### src/rtl/uart_pkg.sv
// Shared UART definitions used by the TX arbiter, the TX datapath and the
// RX path. Holds the arbiter state encoding, the default byte width and
// the clock/baud constants that every UART block derives its timing from.
package uart_pkg;

  // Default byte width used on requester ports and on the TX data path.
  localparam int DEFAULT_DATA_W = 8;

  // System clock and line rate shared by the RX and TX bit-timing logic.
  localparam int CLK_FREQ = 50_000_000;
  localparam int BAUDRATE = 115_200;
  localparam int BAUD_DIV = CLK_FREQ / BAUDRATE;

  // Arbiter FSM states.
  //   IDLE      : no owner, searching the request vector
  //   ISSUE     : one-cycle tx_start / ack handshake
  //   WAIT_BUSY : transmitter has been started, waiting for tx_busy to rise
  //   WAIT_DONE : frame on the line, waiting for tx_busy to fall
  typedef enum logic [1:0] {
    IDLE      = 2'd0,
    ISSUE     = 2'd1,
    WAIT_BUSY = 2'd2,
    WAIT_DONE = 2'd3
  } uart_arb_state_t;

endpackage

### src/rtl/uart_tx_arbiter_rr_pick.sv
// rr_pick: combinational round-robin search.
// Returns the index of the first set bit of req at or after rr_ptr,
// wrapping past NUM_REQ-1 back to 0.
// Ports:
//   req     in  NUM_REQ  request vector
//   rr_ptr  in  IDX_W    highest-priority position for this search
//   idx     out IDX_W    selected requester (0 when none found)
//   found   out 1        at least one request bit is set
module rr_pick
  import uart_pkg::*;
#(
  parameter  int NUM_REQ = 4,
  localparam int IDX_W   = $clog2(NUM_REQ)
) (
  input  logic [NUM_REQ-1:0] req,
  input  logic [IDX_W-1:0]   rr_ptr,
  output logic [IDX_W-1:0]   idx,
  output logic               found
);

  // One extra bit so rr_ptr + offset never overflows before the wrap.
  localparam int SUM_W = IDX_W + 1;

  logic [SUM_W-1:0] sum;
  logic [IDX_W-1:0] cand;

  // NOTE: every signal written in an always_comb gets a default at the top;
  // a path that leaves one unassigned would infer a latch.
  always_comb begin
    idx   = '0;
    found = 1'b0;
    sum   = '0;
    cand  = '0;
    for (int i = 0; i < NUM_REQ; i++) begin
      sum = {1'b0, rr_ptr} + SUM_W'(i);
      if (sum >= SUM_W'(NUM_REQ)) begin
        sum = sum - SUM_W'(NUM_REQ);
      end
      cand = sum[IDX_W-1:0];
      if (!found && req[cand]) begin
        found = 1'b1;
        idx   = cand;
      end
    end
  end

endmodule

### src/rtl/uart_tx_arbiter.sv
// uart_tx_arbiter: shares one UART byte transmitter among NUM_REQ requesters.
// Round-robin between packets; once a requester owns the transmitter it keeps
// it until a byte flagged req_last has gone out (or it drops req), so a
// multi-byte message is never interleaved with another requester's bytes.
// Ports:
//   clk          in   system clock
//   reset_n      in   asynchronous active-low reset (shared with the TX datapath)
//   req          in   per-requester level request, held until ack
//   req_data     in   requester i byte at [i*DATA_W +: DATA_W]
//   req_last     in   byte ends the requester's packet
//   ack          out  one-cycle pulse to the owner when its byte is accepted
//   grant_id     out  current / last owner
//   grant_valid  out  an owner holds the transmitter
//   tx_start     out  one-cycle pulse: transmitter loads tx_data
//   tx_data      out  byte being sent, stable until tx_busy falls
//   tx_busy      in   transmitter is shifting a frame
//   err_timeout  out  one-cycle pulse: tx_busy never rose after tx_start
module uart_tx_arbiter
  import uart_pkg::*;
#(
  parameter  int NUM_REQ      = 4,
  parameter  int DATA_W       = DEFAULT_DATA_W,
  parameter  int BUSY_TIMEOUT = 64,
  localparam int IDX_W        = $clog2(NUM_REQ)
) (
  input  logic                      clk,
  input  logic                      reset_n,
  input  logic [NUM_REQ-1:0]        req,
  input  logic [NUM_REQ*DATA_W-1:0] req_data,
  input  logic [NUM_REQ-1:0]        req_last,
  output logic [NUM_REQ-1:0]        ack,
  output logic [IDX_W-1:0]          grant_id,
  output logic                      grant_valid,
  output logic                      tx_start,
  output logic [DATA_W-1:0]         tx_data,
  input  logic                      tx_busy,
  output logic                      err_timeout
);

  localparam logic [7:0]       TIMEOUT_LAST = 8'(BUSY_TIMEOUT - 1);
  localparam logic [IDX_W-1:0] LAST_IDX     = IDX_W'(NUM_REQ - 1);

  uart_arb_state_t state, state_nxt;

  logic [IDX_W-1:0]  rr_ptr;
  logic [IDX_W-1:0]  pick_idx;
  logic              pick_found;
  logic [7:0]        busy_cnt;
  logic              last_q;       // req_last of the byte currently in flight
  logic [IDX_W-1:0]  next_ptr;
  logic              busy_timeout;
  logic              continue_pkt;
  logic              release_pkt;

  logic [DATA_W-1:0] req_bytes [NUM_REQ];

  for (genvar g = 0; g < NUM_REQ; g++) begin : g_unpack
    assign req_bytes[g] = req_data[g*DATA_W +: DATA_W];
  end

  rr_pick #(
    .NUM_REQ (NUM_REQ)
  ) u_rr_pick (
    .req    (req),
    .rr_ptr (rr_ptr),
    .idx    (pick_idx),
    .found  (pick_found)
  );

  // busy_cnt counts completed WAIT_BUSY cycles; the last allowed one without
  // tx_busy ends the wait. tx_busy arriving in that same cycle still wins.
  assign busy_timeout = (state == WAIT_BUSY) && !tx_busy && (busy_cnt == TIMEOUT_LAST);

  // In WAIT_DONE tx_busy has already been seen high, so a low level is the
  // falling edge. The owner keeps the lock only if the byte just sent was not
  // the packet's last and it still presents a byte (dropping req aborts).
  assign continue_pkt = (state == WAIT_DONE) && !tx_busy && !last_q && req[grant_id];
  assign release_pkt  = (state == WAIT_DONE) && !tx_busy && !continue_pkt;

  assign next_ptr = (grant_id == LAST_IDX) ? '0 : grant_id + 1'b1;

  // NOTE: sequential state uses non-blocking assignments so every flop
  // samples pre-edge values regardless of block ordering.
  always_ff @(posedge clk or negedge reset_n) begin
    if (!reset_n) begin
      state <= IDLE;
    end else begin
      state <= state_nxt;
    end
  end

  always_comb begin
    state_nxt = state;
    case (state)
      IDLE:      if (pick_found) state_nxt = ISSUE;
      ISSUE:     state_nxt = WAIT_BUSY;
      WAIT_BUSY: begin
        if (tx_busy)           state_nxt = WAIT_DONE;
        else if (busy_timeout) state_nxt = IDLE;
      end
      WAIT_DONE: begin
        if (continue_pkt)     state_nxt = ISSUE;
        else if (release_pkt) state_nxt = IDLE;
      end
      default:   state_nxt = IDLE;
    endcase
  end

  // The handshake pulses exist only in ISSUE, and only toward the owner.
  always_comb begin
    tx_start = 1'b0;
    ack      = '0;
    if (state == ISSUE) begin
      tx_start      = 1'b1;
      ack[grant_id] = 1'b1;
    end
  end

  // Grant, byte latch, round-robin pointer and timeout counter.
  always_ff @(posedge clk or negedge reset_n) begin
    if (!reset_n) begin
      rr_ptr      <= '0;
      grant_id    <= '0;
      grant_valid <= 1'b0;
      tx_data     <= '0;
      last_q      <= 1'b0;
      busy_cnt    <= '0;
      err_timeout <= 1'b0;
    end else begin
      err_timeout <= busy_timeout;
      busy_cnt    <= (state == WAIT_BUSY) ? busy_cnt + 8'd1 : 8'd0;

      if (state == IDLE && pick_found) begin
        grant_id    <= pick_idx;
        grant_valid <= 1'b1;
        tx_data     <= req_bytes[pick_idx];
        last_q      <= req_last[pick_idx];
      end

      if (continue_pkt) begin
        tx_data <= req_bytes[grant_id];
        last_q  <= req_last[grant_id];
      end

      // A timed-out byte was already acked, so it counts as the owner's turn.
      if (release_pkt || busy_timeout) begin
        grant_valid <= 1'b0;
        rr_ptr      <= next_ptr;
      end
    end
  end

endmodule

### config.mk
export PLATFORM = sky130hd
export DESIGN_NAME = uart_tx_arbiter
export DESIGN_NICKNAME = d
export VERILOG_FILES = /design/src/rtl/uart_pkg.sv /design/src/rtl/uart_tx_arbiter_rr_pick.sv /design/src/rtl/uart_tx_arbiter.sv
export SDC_FILE = /design/constraint.sdc
export NUM_CORES = 1
export LEC_CHECK = 0
export CAP_MARGIN = 20
export CORE_ASPECT_RATIO = 1.2
export CORE_MARGIN = 2
export CORE_UTILIZATION = 50
export CTS_CLUSTER_DIAMETER = 120
export DETAILED_ROUTE_END_ITERATION = 8
export PLACE_DENSITY = 0.95
export SYNTH_ARGS = -nofsm -noshare
export SYNTH_HDL_FRONTEND = slang
export SYNTH_SLANG_ARGS = --single-unit
### constraint.sdc
create_clock -name clk -period 3.2 [get_ports clk]
set_input_delay 0.32 -clock clk [delete_from_list [all_inputs] [get_ports clk]]
set_output_delay 0.32 -clock clk [all_outputs]
set_load 0.02 [all_outputs]
==> metrics, run 1 <==
Post-DP Area=2460 sq um; diode count=0; cell internal pwr=1.09 mW; CP Capture Type=output port; Slew Viols, Final=0; CP arrival=between 2000 and 2500 ps; via count=1578; layout cell share with drive strength beyond 1=18.4%; RSZ-0062 raised after global routing=no; vias in the first global route=1630; status=completed; most common cell after layout, fill and taps aside=clkdlybuf4s50_1; clock root cell=clkbuf_8; synthesis-stage register bit count=25; Critical Path, Cell by Cell=inv_1 > ha_1 > and2_1 > clkdlybuf4s50_1; Switch Pwr=0.786 mW; syn avg cell area=between 10 and 15 sq um; largest net degree at the start of global routing=26; Comb pwr share=between 60% and 70%; Wirelength per Cell=16.3 microns; fmax=roughly 0.42 GHz; Routed WL=4340 microns; period utilization=~75%; io pins=60; Worst setup SP type=register; H-Tree Depth=1; TritonCTS Buffers=3; antenna-violating nets left=0; share of power burned in registers=29.4%; TritonCTS sink count=25; skew final=9.98 ps; Synth cell types=36; setup bufs post-CTS=0; Net Sw Frac=42.0%; yosys warns=0; Leakage Power=1.10 nW; Final Hold Vio Count=0; Resize count post-CTS=0; # port buffers=59; Total GRT Usage=21.4%; row count=24; Setup Viol. Count Final=0; Clk pwr share=between 10% and 20%; Slew @ Worst Pin=970 ps; Setup Slack @ Placement=~520 ps; Worst-Skew Late Latency=280 ps; HPWL Detailed=3390 microns; Crit. Startpoint=grant_id[0]$_DFFE_PN0P_; Power Density=747 nW/um^2; Initial Util=51.9%; slowest stage delay, CP=roughly 780 ps; max cap viols=0; Clock Path Buffers=2; critical path class=reg -> out; CP delay by family, top=flip-flops; nets=277; Min-Delay Path Class=in -> async; most frequent cells in the layout=clkdlybuf4s50_1, dfrtp_1, nand3_1; CTS tree=built; synthesized instance count=168; first-pass GRT wire length=just over 7000 microns; # fillers=265; Layout Cell Area excl Fill=roughly 2500 sq um; Worst Path Buf+Inv=2; Final TNS setup=0 ps; drc violations=0; Mapped Area=1870 sq um; GP Congestion=0.801; Slowest-stage cell, CP=dfrtp_1; Clk pin slew, worst setup/hold paths=90 ps; Seq/Total Area, Yosys=33.4%; fin worst setup slack=792 ps; area delta synth->final=33.9%; fin crit period=2410 ps; CP required=2880 ps; initial antenna violation count=0; Core Region=3600 sq um; Die Y=71 microns; die area=~4200 sq um; r2r startpoint=rr_ptr[1]$_DFFE_PN0N_; drt first pass iters=4; hold buffer count at CTS=0; Max Fanout on Critical Path=16; Rel. slew slack=35.3%; WHS=approximately 400 ps; initial DRC count=94; VDD IR-drop max=0.000494 V; chip width=59.8 microns; routed vias/inst=5.91; gr ovfl total=0; net count after synthesis=216
[flip-flops by register name, summed over array words and instances (netlist names)]
signal       flops
grant_id         2
err_timeout      1
tx_data          8
state            2
grant_valid      1
rr_ptr           2
busy_cnt         8
last_q           1
[routing by layer]
| layer | vias to the layer above | GRT usage (%) | wire length [microns] |
|---|---|---|---|
| li1 | 743 | - | - |
| met1 | 772 | 24.8 | 1680 |
| met2 | 55 | 39.1 | 2430 |
| met3 | 8 | 2.01 | 161 |
| met4 | 0 | 8.64 | 73 |
| met5 | - | 0 | 0 |
[cells in the mapped netlist, drive strengths merged]
library cell	number	share of area (%)
mux2	11	6.6
o21ai	3	0.80
nor2b	1	0.33
or4	1	0.47
a211o	1	0.47
o22ai	1	0.33
or3	1	0.33
nand3	22	5.9
o211ai	9	5.8
and3	3	1.0
buf	3	1.9
xor2	4	1.9
nand2	8	1.6
dfrtp	25	33
a21oi	4	1.1
and2	4	1.3
nor3	2	0.80
nor2	13	2.9
xnor2	2	0.94
a21boi	1	0.40
ha	5	3.3
mux4	10	12
o21bai	1	0.40
nand2b	2	1.1
inv	6	1.2
mux2i	20	11
o31ai	1	0.40
clkbuf	4	2.4
[metrics by stage]
| step | power, mW | instances | utilization (%) |
|---|---|---|---|
| after floorplan | 1.35 | 168 | - |
| after global placement | 1.64 | 263 | 68.2 |
| after detailed placement | 1.68 | 263 | 68.2 |
| after CTS | 1.88 | 267 | 69.5 |
| after global routing | 1.99 | 267 | 69.5 |
| final | 1.87 | 267 | 69.5 |
[power by group through the flow]
stage | Clock, mW | Sequential, mW | Combinational, mW
floorplan | 0 | 0.596 | 0.757
global placement | 0 | 0.548 | 1.10
detailed placement | 0 | 0.554 | 1.13
CTS | 0.194 | 0.549 | 1.14
global route | 0.204 | 0.564 | 1.22
finish | 0.194 | 0.550 | 1.13
[worst paths after layout]
| check | to | slack (ps) | cells past startpoint |
|---|---|---|---|
| min in group clk | busy_cnt[0]$_DFF_PN0_ | 480 | 1 |
| min | state[0]$_DFFE_PN0P_ | 390 | 2 |
| min reg2reg | busy_cnt[0]$_DFF_PN0_ | 480 | 1 |
| max reg2reg | last_q$_DFFE_PN0P_ | 1020 | 5 |
| max in group asynchronous | busy_cnt[5]$_DFF_PN0_ | 2560 | 2 |
| max | ack[2] | 790 | 4 |
[area by class of cell]
| type | instances | area, sq um | share of cell area, % |
|---|---|---|---|
| clock buffers | 3 | 41.3 | 1.65 |
| clock inverters | 1 | 5.00 | 0.200 |
| repair buffers | 63 | 621 | 24.8 |
| inverters | 6 | 22.5 | 0.899 |
| well taps | 39 | 48.8 | 1.95 |
| flip-flops and latches | 25 | 626 | 25.0 |
| multi-input cells | 130 | 1140 | 45.6 |
[cell families (layout without fill, tap and decap cells)]
group                    after synthesis  after routing  share of synthesized area (%)
AND/OR/NAND/NOR                       57             57                           15.7
multiplexers                          41             41                           29.5
flip-flops                            25             25                           33.4
AO/OA/AOI/OAI                         21             21                           9.63
buffers and inverters                 13             73                           5.55
XOR/XNOR                               6              6                           2.81
adder cells (fa/ha/maj)                5              5                           3.34
Power figures use the tool's default switching activity.
==> run 2: changes to the inputs <==
Settings changed: CORE_UTILIZATION 50 to 47, PLACE_DENSITY 0.95 to 0.91.
Clock period 3.2 ns to 2.45 ns, I/O delays scaled along.
==> metrics, run 2 (synthesized netlist as in run 1, its figures left out) <==
Slew Viols, Final=0; Setup Viol. Count Final=0; VDD IR-drop max=0.000452 V; HPWL Detailed=approximately 3400 microns; max cap viols=0; # fillers=346; diode count=0; skew final=2.59 ps; period utilization=83.8%; cell internal pwr=1.45 mW; routed vias/inst=5.53; area of the multi-input gates=around 1100 sq um; Slowest-stage cell, CP=dfrtp_1; Setup Slack @ Placement=160 ps; Clock Path Buffers=2; chip width=around 60 microns; Leakage Power=around 1.1 nW; Worst setup SP type=register; Total GRT Usage=20.0%; Power Density=slightly below 1000 nW/um^2; critical path class=reg -> out; fin worst setup slack=398 ps; Wirelength per Cell=15.0 microns; Min-Delay Path Class=in -> async; placed cell count=280; Initial Util=48.2%; # port buffers=just under 60; worst reg2reg path depth=6; fin crit period=2050 ps; most frequent cells in the layout=clkdlybuf4s50_1, dfrtp_1, nand3_1; Critical Path Stages=4; CTS tree=built; Layout Cell Area excl Fill=2550 sq um; Resize count post-CTS=0; Clk pwr share=about 10%; status=completed; Final TNS setup=0 ps; fmax=0.487 GHz; CP Capture Type=output port; initial DRC count=67; r2r startpoint=grant_id[1]$_DFFE_PN0P_; Clk pin slew, worst setup/hold paths=90 ps; Rel. slew slack=between 60% and 70%; Worst Path Buf+Inv=2; share of power burned in registers=28.4%; Critical Path, Cell by Cell=inv_1 > ha_1 > and2_1 > clkdlybuf4s50_1; Die Y=73.1 microns; Routed WL=around 4300 microns; row count=25; gr ovfl total=0; drc violations=0; nets=279; fin cells=~280; drt first pass iters=4; most common cell after layout, fill and taps aside=clkdlybuf4s50_1; initial antenna violation count=0; Final Hold Vio Count=0; vias in the first global route=1535; CP required=2200 ps; Switch Pwr=1.02 mW; slowest stage delay, CP=560 ps; Critical Path End=ack[0]; CP arrival=1810 ps; Max Fanout on Critical Path=8; first-pass GRT wire length=6820 microns; Net Sw Frac=41.4%; clock root cell=clkbuf_8; Register Area=626 sq um; hold buffer count at CTS=0; Post-DP Area=approximately 2500 sq um; GP Congestion=0.793; H-Tree Depth=1; Crit. Startpoint=grant_id[1]$_DFFE_PN0P_; setup bufs post-CTS=0; CP delay by family, top=buffers and inverters; die area=4500 sq um; Worst-Skew Late Latency=270 ps; Comb pwr share=61.5%; R2R Path End=tx_data[3]$_DFFE_PN0P_; largest registers=busy_cnt: 8 flops, tx_data: 8 flops; via count=approximately 1.6k; Slew @ Worst Pin=505 ps; R2R Setup Slk=around 460 ps; TritonCTS Buffers=3; RSZ-0062 raised after global routing=no; layout cell share with drive strength beyond 1=19.1%; Core Region=3880 sq um; antenna-violating nets left=0; largest net degree at the start of global routing=26; TritonCTS sink count=25; io pins=60; area delta synth->final=36.5%
## run 2: cell count changes in the layout (fill, tap and decap cells not counted)
cell / before / now
buf_12: 0 / 1
buf_4: 4 / 5
clkinv_2: 1 / 0
clkinvlp_4: 0 / 1
## run 2: worst min-delay path by stage
stage / to / slack [ps] / cells after the start
after global routing: last_q$_DFFE_PN0P_ / 370 / 2
after global placement: busy_cnt[0]$_DFF_PN0_ / 470 / 1
after detailed placement: busy_cnt[0]$_DFF_PN0_ / 480 / 1
final: last_q$_DFFE_PN0P_ / 330 / 2
after floorplan: busy_cnt[0]$_DFF_PN0_ / -50 / 0
after CTS: busy_cnt[6]$_DFF_PN0_ / 340 / 2
## run 2: cell type report
type | instances | area share [%]
clock buffer | 3 | 1.62
tap | 54 | 2.65
inverter | 6 | 0.882
timing repair buffer | 65 | 25.4
sequential | 25 | 24.5
multi-input combinational | 130 | 44.7
clock inverter | 1 | 0.294
## run 2: power groups by stage
| stage | clock, mW | combinational [mW] | sequential [mW] |
|---|---|---|---|
| detailed placement | 0 | 1.53 | 0.712 |
| floorplan | 0 | 0.989 | 0.778 |
| CTS | 0.259 | 1.54 | 0.706 |
| global placement | 0 | 1.49 | 0.702 |
| global route | 0.269 | 1.65 | 0.726 |
| finish | 0.249 | 1.52 | 0.704 |
## run 2: metal layers
metal	part of all wire (%)	GRT usage (%)
met4	1.5	5.91
met1	40	23.9
met5	0	0
met3	3.7	3.01
met2	55	35.9
## run 2: worst reg2reg max path: stages (launching register included)
cell	delay (ps)
dfrtp_1	560
mux4_2	560
nor2b_1	160
buf_4	180
nand2_1	230
nand3_1	150
o211ai_2	80
## run 2: metrics by stage
stage / utilization (%) / hold slack (ps) / power (mW)
after global placement: 64.6 / 465 / 2.19
after CTS: 65.8 / 336 / 2.51
after global routing: 65.8 / 367 / 2.64
after detailed placement: 64.6 / 476 / 2.25
final: 65.8 / 329 / 2.48
after floorplan: - / -50.6 / 1.77
==> run 3: changes to the inputs <==
Settings changed: CORE_UTILIZATION 47 to 42, PLACE_DENSITY 0.91 to 0.87.
Clock period 2.45 ns to 1.8 ns, I/O delays scaled along.
==> metrics, run 3 (synthesized netlist as in run 1, its figures left out) <==
Slew Viols, Final=0; Crit. Startpoint=busy_cnt[2]$_DFF_PN0_; CP Capture Type=register; chip width=64.9 microns; RSZ-0062 raised after global routing=yes; via count=1644; Max Fanout on Critical Path=4; drt first pass iters=4; area of the multi-input gates=roughly 1200 sq um; Routed WL=4650 microns; largest registers=busy_cnt: 8 flops, tx_data: 8 flops; io pins=60; fin worst setup slack=between 30 and 40 ps; Clk pin slew, worst setup/hold paths=around 90 ps; R2R Setup Slk=40 ps; TritonCTS Buffers=3; H-Tree Depth=1; die area=5010 sq um; GP Congestion=0.827; nets=~300; VDD IR-drop max=0.000728 V; r2r startpoint=busy_cnt[2]$_DFF_PN0_; Slew @ Worst Pin=336 ps; clock root cell=clkbuf_8; # fillers=345; layout cell share with drive strength beyond 1=29.1%; final core utilization=a little under two thirds; max cap viols=0; # port buffers=between 50 and 60; skew final=4.27 ps; initial DRC count=68; period utilization=98.0%; Clock Path Buffers=2; antenna-violating nets left=0; first-pass GRT wire length=7220 microns; Min-Delay Path Class=in -> async; drc violations=0; vias in the first global route=1597; CTS tree=built; Worst setup SP type=register; Worst-Skew Late Latency=roughly 270 ps; critical path class=reg -> reg; Setup Slack @ Placement=-242 ps; Wirelength per Cell=15.3 microns; Register Area=631 sq um; Power Density=1290 nW/um^2; Leakage Power=around 1.2 nW; Final Hold Vio Count=0; largest net degree at the start of global routing=26; initial antenna violation count=0; most common cell after layout, fill and taps aside=clkdlybuf4s50_1; TritonCTS sink count=25; CP arrival=1920 ps; diode count=0; Die Y=a little under 80 microns; gr ovfl total=0; row count=26; status=completed; Core Region=4260 sq um; fin crit period=1760 ps; Rel. slew slack=77.6%; hold buffer count at CTS=0; Total GRT Usage=a little under a fifth; Setup Viol. Count Final=0; fmax=between 0.5 and 0.6 GHz; routed vias/inst=5.43; area delta synth->final=45.6%; HPWL Detailed=~3500 microns; most frequent cells in the layout=clkdlybuf4s50_1, buf_4, nand3_1, dfrtp_1, mux2i_1; Initial Util=43.9%; CP required=1960 ps
## run 3: changes by cell type in the layout (fill, tap and decap cells not counted), moves of 2 or more
cell	change
clkdlybuf4s50_1	-5
dfrtp_2	+4
nor2_1	-2
dlygate4sd2_1	+4
nor2_2	+2
buf_4	+17
dfrtp_1	-4
## run 3: final cells by class
class                   count  share of cell area (%)
clock buffers               3                    1.52
multi-input cells         130                    43.7
repair buffers             82                    28.1
clock inverters             1                   0.184
flip-flops and latches     25                    23.2
well taps                  56                    2.57
inverters                   6                   0.827
## run 3: repair_timing
action                     4_1_cts  5_1_grt
buffers inserted                 0        5
pin swaps                        0        4
setup endpoints to repair        6       10
gates resized for setup          7       12
## run 3: final timing paths
kind	to	depth (start not counted)
max	rr_ptr[1]$_DFFE_PN0N_	6
max reg2reg	rr_ptr[1]$_DFFE_PN0N_	6
min in group clk	last_q$_DFFE_PN0P_	2
min reg2reg	last_q$_DFFE_PN0P_	2
max in group asynchronous	grant_id[1]$_DFFE_PN0P_	2
min	busy_cnt[6]$_DFF_PN0_	2
## run 3: worst max-delay path, stage by stage (launching register included)
cell     delay [ps]
dfrtp_1         410
and3_4          220
nand3_4          80
or3_4           400
nor3_4          210
nor2_2           70
mux2_2          270
## run 3: through the flow
stage	setup TNS (ps)	instance area (sq um)	instances	total power, mW	hold slack [ps]
after floorplan	0	1870	168	2.41	-116
after global placement	-2430	2590	294	3.09	465
final	0	2720	303	3.51	276
after CTS	0	2630	298	3.48	288
after global routing	-92.8	2720	303	3.73	311
after detailed placement	-2950	2590	294	3.15	470
## run 3: routing by layer
metal / wire, microns / track usage [%] / part of all wire (%)
met5: 0 / 0 / 0
met4: 93 / 4.68 / 2.0
met3: 187 / 2.20 / 4.0
met2: 2530 / 33.1 / 54
met1: 1840 / 22.6 / 39
## run 3: where the power goes
| part | internal, mW | switching [mW] |
|---|---|---|
| Sequential | 0.769 | 0.190 |
| Clock | 0.155 | 0.177 |
| Combinational | 1.15 | 1.07 |
| Total | 2.07 | 1.43 |
